===== config.mk =====
export PLATFORM = sky130hd
export DESIGN_NAME = seven_seg_display
export DESIGN_NICKNAME = d
export VERILOG_FILES = /design/src/rtl/seven_seg_pkg.sv /design/src/rtl/bcd_to_seg.sv /design/src/rtl/seven_seg_display.sv
export SDC_FILE = /design/constraint.sdc
export NUM_CORES = 1
export LEC_CHECK = 0
export CAP_MARGIN = 0
export CORE_MARGIN = 10
export CORE_UTILIZATION = 54
export CTS_CLUSTER_SIZE = 28
export DETAILED_ROUTE_END_ITERATION = 12
export PLACE_DENSITY = 0.8
export SYNTH_ARGS = -nofsm -noshare
export SYNTH_HDL_FRONTEND = slang
export SYNTH_SLANG_ARGS = --single-unit

===== constraint.sdc =====
create_clock -name clk -period 2.1 [get_ports clk]
set_clock_uncertainty 0.2 [all_clocks]
set_input_delay 0.42 -clock clk [delete_from_list [all_inputs] [get_ports clk]]
set_output_delay 0.42 -clock clk [all_outputs]
set_load 0.05 [all_outputs]

===== src/rtl/seven_seg_pkg.sv =====
// Shared definitions for the multi-digit seven-segment display block:
// active-low segment patterns, controller state type and a helper that
// computes the largest value representable in n decimal digits.
package seven_seg_pkg;

  // Controller states. The encoding is fixed so that external checkers can
  // decode the debug state output without importing this package.
  typedef enum logic [1:0] {
    IDLE    = 2'd0,
    CONVERT = 2'd1,
    UPDATE  = 2'd2
  } state_t;

  // Active-low patterns, bit order {g,f,e,d,c,b,a}.
  localparam logic [6:0] SEG_DIGIT [0:9] = '{
    7'b1000000,  // 0
    7'b1111001,  // 1
    7'b0100100,  // 2
    7'b0110000,  // 3
    7'b0011001,  // 4
    7'b0010010,  // 5
    7'b0000010,  // 6
    7'b1111000,  // 7
    7'b0000000,  // 8
    7'b0010000   // 9
  };
  localparam logic [6:0] SEG_BLANK = 7'b1111111;
  localparam logic [6:0] SEG_DASH  = 7'b0111111;

  // 10^n - 1, evaluated at elaboration. Valid for n up to 19 digits.
  function automatic logic [63:0] max_value(input int n);
    logic [63:0] r;
    r = 64'd1;
    for (int i = 0; i < n; i++) begin
      r = r * 64'd10;
    end
    return r - 64'd1;
  endfunction

endpackage


===== src/rtl/bcd_to_seg.sv =====
// Combinational BCD digit to active-low seven-segment decoder.
// A blank request or any non-BCD code (10..15) turns all segments off.
module bcd_to_seg
  import seven_seg_pkg::*;
(
  input  logic [3:0] bcd,
  input  logic       blank,
  output logic [6:0] seg
);

  // Table lookup with blank as the safe default.
  always_comb begin
    seg = SEG_BLANK;
    if (!blank) begin
      case (bcd)
        4'd0:    seg = SEG_DIGIT[0];
        4'd1:    seg = SEG_DIGIT[1];
        4'd2:    seg = SEG_DIGIT[2];
        4'd3:    seg = SEG_DIGIT[3];
        4'd4:    seg = SEG_DIGIT[4];
        4'd5:    seg = SEG_DIGIT[5];
        4'd6:    seg = SEG_DIGIT[6];
        4'd7:    seg = SEG_DIGIT[7];
        4'd8:    seg = SEG_DIGIT[8];
        4'd9:    seg = SEG_DIGIT[9];
        default: seg = SEG_BLANK;
      endcase
    end
  end

endmodule


===== src/rtl/seven_seg_display.sv =====
// Multi-digit seven-segment display driver.
// Accepts an unsigned binary value, converts it to NUM_DIGITS BCD digits
// with a sequential double-dabble engine (one shift per clock) and drives
// NUM_DIGITS active-low seven-segment patterns. Values above
// 10^NUM_DIGITS-1 are flagged on ovf_o and shown as dashes.
//
// Optional feature macro: LEADING_ZERO_BLANK_EN
//   defined   - digits above the most significant non-zero digit are blank
//               (digit 0 is always shown); bcd_o is unaffected.
//   undefined - every digit shows its decoded value, leading zeros included.
//
// Handshake: a value is accepted on a rising edge where valid_i && ready_o.
// ready_o is high only in IDLE; valid_i while ready_o is low is ignored and
// nothing is queued. done_o pulses for one cycle when the outputs update;
// the block is back in IDLE during that cycle, so the next value can be
// accepted on the edge that ends the done_o cycle.
module seven_seg_display
  import seven_seg_pkg::*;
#(
  parameter int WIDTH      = 14,
  parameter int NUM_DIGITS = 4
) (
  input  logic                    clk,
  input  logic                    rst_n,
  input  logic [WIDTH-1:0]        value_i,
  input  logic                    valid_i,
  output logic                    ready_o,
  output logic                    done_o,
  output logic                    ovf_o,
  output logic [4*NUM_DIGITS-1:0] bcd_o,
  output logic [7*NUM_DIGITS-1:0] segments_o,
  output state_t                  state_o
);

  localparam int          AW      = 4 * NUM_DIGITS;
  localparam int          SW      = 7 * NUM_DIGITS;
  localparam int          CW      = $clog2(WIDTH + 1);
  localparam logic [63:0] MAX_VAL = max_value(NUM_DIGITS);

  state_t                  state;
  logic [WIDTH-1:0]        sr;        // binary bits still to be shifted in
  logic [AW-1:0]           acc;       // BCD accumulator
  logic [CW-1:0]           cnt;       // shifts remaining
  logic                    ovf_pend;  // overflow decision taken at capture
  logic                    value_ovf;
  logic [AW-1:0]           acc_adj;
  logic [AW+WIDTH-1:0]     shifted;
  logic [NUM_DIGITS-1:0]   blank;
  logic [SW-1:0]           seg_dec;

  assign ready_o = (state == IDLE);
  assign state_o = state;

  // Overflow check; stays false when WIDTH cannot exceed the limit.
  assign value_ovf = (64'(value_i) > MAX_VAL);

  // Double-dabble correction: every digit >= 5 gets +3 before the shift.
  always_comb begin
    acc_adj = acc;
    for (int k = 0; k < NUM_DIGITS; k++) begin
      if (acc[4*k +: 4] >= 4'd5) begin
        acc_adj[4*k +: 4] = acc[4*k +: 4] + 4'd3;
      end
    end
  end

  // One combined left shift; the carry out of the top digit is dropped.
  assign shifted = {acc_adj, sr} << 1;

  // Leading-zero blanking mask (all zeros when the feature is disabled).
  always_comb begin
    blank = '0;
`ifdef LEADING_ZERO_BLANK_EN
    blank[NUM_DIGITS-1] = (acc[AW-1 -: 4] == 4'd0);
    for (int k = NUM_DIGITS - 2; k >= 1; k--) begin
      blank[k] = blank[k+1] && (acc[4*k +: 4] == 4'd0);
    end
    blank[0] = 1'b0;
`endif
  end

  // One decoder per digit, fed from the final accumulator.
  for (genvar k = 0; k < NUM_DIGITS; k++) begin : g_dig
    bcd_to_seg u_dec (
      .bcd   (acc[4*k +: 4]),
      .blank (blank[k]),
      .seg   (seg_dec[7*k +: 7])
    );
  end

  // Controller and conversion engine.
  always_ff @(posedge clk or negedge rst_n) begin
    if (!rst_n) begin
      state    <= IDLE;
      sr       <= '0;
      acc      <= '0;
      cnt      <= '0;
      ovf_pend <= 1'b0;
    end else begin
      case (state)
        IDLE: begin
          if (valid_i) begin
            sr       <= value_i;
            acc      <= '0;
            cnt      <= CW'(WIDTH);
            ovf_pend <= value_ovf;
            state    <= CONVERT;
          end
        end
        CONVERT: begin
          acc <= shifted[AW+WIDTH-1:WIDTH];
          sr  <= shifted[WIDTH-1:0];
          cnt <= cnt - 1'b1;
          if (cnt == CW'(1)) begin
            state <= UPDATE;
          end
        end
        UPDATE: begin
          state <= IDLE;
        end
        default: begin
          state <= IDLE;
        end
      endcase
    end
  end

  // Visible outputs change only in UPDATE; they hold during conversion.
  always_ff @(posedge clk or negedge rst_n) begin
    if (!rst_n) begin
      done_o     <= 1'b0;
      ovf_o      <= 1'b0;
      bcd_o      <= '0;
      segments_o <= '1;
    end else if (state == UPDATE) begin
      done_o <= 1'b1;
      if (ovf_pend) begin
        ovf_o      <= 1'b1;
        bcd_o      <= '1;
        segments_o <= {NUM_DIGITS{SEG_DASH}};
      end else begin
        ovf_o      <= 1'b0;
        bcd_o      <= acc;
        segments_o <= seg_dec;
      end
    end else begin
      done_o <= 1'b0;
    end
  end

endmodule


==> metrics.txt <==
status finished, final reports clean; VDD IR max a little over 0.8 mV; WL met3 603 um; final WL around 10000 um; Levels on crit path 3; WP buf/inv 2; PD cells ~1700 nW/um2; Syn Inst Count approximately 450; crit path cell chain buf_12 -> nor2_4 -> buf_12; Die X between 100 and 150 um; leakage power figure 2.39 nW; TritonCTS buffer count 9; Port Buffer Count 65; antenna diode count 0; CP Capture Type output pin; antenna violations before repair 0; clock root cell clkbuf_8; Die ar. approximately 12000 um2; CP startpoint state_o[1]; 1st-pass router iterations 4; area of the multi-input gates 1970 um2; M1 WL between 4000 and 5000 um; Net count, final about 560; highest routed layer met4; Reg2Reg Capture Point acc[15]; htree depth 3; Hold Fails Final Rpt 0; largest net degree at the start of global routing 33; HPWL after DPL just over 7000 um; Reg2Reg Depth 6; CP max stage cell dfrtp_1; worst-path maximum fanout 18; Reg area roughly 2100 um2; Inst Count DP ~600; RSZ-0062 raised after global routing false; Synth Warn # 0; Final Hold Slack 281 ps; Slew Viols, Final 0; CP top delay family flip-flops; number of antenna-violating nets in the routed design 0; Synth async-reset ratio 100%; fin area 5200 um2; DRC viols 0; period utilization between 90% and 100%; Reg clk slew, reported paths approximately 80 ps; grt ovf 0; synthesized area 4320 um2; Syn-to-layout area delta 20.5%; Critical Path RT about 1500 ps; f_max a little over 500 MHz; via count 3434; post-synth net total around 490; worst-margin pin slew around 500 ps; Post-synth EDFFs 0; # rows 32; WS Path Type reg -> out; Top FF cell, synth dfrtp_1; Top Ports 66; Worst setup endpoint ready_o; Longest Clk Path Bufs 2; worst r2r src acc[13]; Tot Pwr slightly below 9 mW; Reg2Reg Setup Slack 210 ps; met2 WL 4710 um; most used cell, CP buf_12; Core ar. between 7000 and 8000 um2; FF+latch count, synth 83; fillcell total between 600 and 700; Slew headroom 66.5%; TritonCTS clock tree built; Worst EP arrival approximately 1300 ps; vias in the first global route between 3000 and 4000; die height about 110 um; first-pass GRT wire length around 16000 um; worst min-delay path category reg -> reg; Worst-Skew Late Latency about 360 ps; max-cap violation count 0; Avg WL per Cell 15.7 um; Initial Util 55.6%; final non-filler cell total 623; sequential area share after synthesis between 40% and 50%; Setup crit start kind register; share of cells above drive strength 1 around a quarter; clock sinks just over 80; Tmin final 1930 ps; GPL Wtd Cong between 0.8 and 0.9; worst stage delay on the critical path between 400 and 500 ps; DP Area approximately 5000 um2; global-route usage over all layers between 10% and 20%; Initial DRC Count 213; vias per cell approximately 5.5; final setup fails 0; Avg Cell Area, Syn approximately 9.6 um2; TNS Setup 0 ps; unique cell type count in the Yosys netlist 47
-- how the worst min path moves through the flow --
stage,start,depth (start not counted),slack (ps),endpoint
after global routing,segments_o[27],2,310,segments_o[27]
final,segments_o[13],2,280,segments_o[13]
after CTS,segments_o[13],2,290,segments_o[13]
after floorplan,rst_n,0,-80,acc[0]
after detailed placement,rst_n,1,170,bcd_o[11]
after global placement,rst_n,1,170,bcd_o[11]
-- sequential cells by signal (all words and copies together) (netlist names) --
signal and flops:
cnt 4, done_o 1, state_o 2, bcd_o 16
segments_o 28, acc 16, ovf_o 1, ovf_pend 1
sr 14
-- layout make-up --
class / count / area share [%]
Inverter: 18 / 1.30
Multi-Input combinational cell: 321 / 37.9
Sequential cell: 83 / 40.6
Timing Repair Buffer: 83 / 14.4
Tap cell: 102 / 2.45
Clock inverter: 4 / 0.505
Clock buffer: 12 / 2.79
-- cells in the final DEF, fill, tap and decap left out, types with 4 or more instances in the layout --
cell              n
and3b_1          13
a21oi_1          42
ha_1             26
o22a_1           12
nand2_2           4
dfstp_2          28
xnor2_1           4
nor2_1           51
o311ai_0          5
clkdlybuf4s50_1  15
nand2_1          50
o21ai_0          36
nand2b_1          7
a211oi_1          4
buf_4            59
o21ai_1           7
dfrtp_1          55
a31oi_1          19
inv_1            15
clkbuf_8         10
nand3_1           5
buf_12            7
-- what timing repair did --
action                                  in CTS  in global routing
hold buffers                                 1                  0
setup buffers                                0                  0
hold endpoints to repair                    19                  0
endpoints found under the setup margin       1                  0
gates resized for setup                      1                  0
-- logic make-up after synthesis --
kind of cell             Yosys count  share of synthesized area [%]
flip-flops                        83                           48.9
adder cells (fa/ha/maj)           26                           7.53
multiplexers                       2                          0.493
buffers and inverters             47                           5.53
XOR/XNOR                           7                           1.42
AO/OA/AOI/OAI                    142                           20.0
AND/OR/NAND/NOR                  144                           16.1
-- layer usage --
metal  vias up  track usage (%)
li1       1701                -
met1      1631             21.5
met2        91             26.2
met3        11             3.80
met4         0             6.78
met5         -                0
-- metrics by stage --
stage          util, %  setup slack (ps)
5_1_grt           67.0               103
6_report          67.0               173
3_3_place_gp      64.7               177
2_1_floorplan        -              94.8
3_5_place_dp      64.7               160
4_1_cts           67.0               165
-- synth_stat cells, types with 2 or more instances --
cell | instances | share of area, %
xnor2_1 | 4 | 0.81
o21ai_1 | 7 | 0.81
a31oi_1 | 19 | 2.8
a22oi_1 | 2 | 0.35
o21ai_0 | 36 | 4.2
buf_6 | 2 | 0.52
nor2b_1 | 2 | 0.29
dfrtp_1 | 55 | 32
o311ai_1 | 2 | 0.41
o311ai_0 | 5 | 1.0
nand3_1 | 5 | 0.58
buf_4 | 7 | 1.2
nor3b_2 | 2 | 0.58
o31ai_1 | 2 | 0.35
and3b_1 | 13 | 2.6
a211oi_1 | 4 | 0.70
dfstp_2 | 28 | 17
nand2_2 | 4 | 0.58
nor3b_1 | 3 | 0.52
nor2_1 | 52 | 4.5
inv_2 | 3 | 0.26
clkbuf_2 | 2 | 0.23
inv_1 | 15 | 1.3
o21bai_1 | 2 | 0.35
a21oi_1 | 42 | 4.9
nand2_1 | 50 | 4.3
ha_1 | 26 | 7.5
nand2b_1 | 7 | 1.0
clkbuf_1 | 3 | 0.26
buf_2 | 15 | 1.7
a22o_1 | 3 | 0.61
xor2_1 | 3 | 0.61
o22a_1 | 12 | 2.4
-- worst reg2reg max path: stages, from the launching register on --
cell and delay [ps]:
dfrtp_1 470, inv_1 140, ha_1 230, ha_1 300, o21bai_1 160, a22oi_1 140, o21ai_0 100
-- report_power, final --
part	switching (mW)	total [mW]	internal, mW
sequential	0.654	3.05	2.39
clock	0.578	1.04	0.461
combinational	2.95	4.70	1.74
Power figures use the tool's default switching activity.
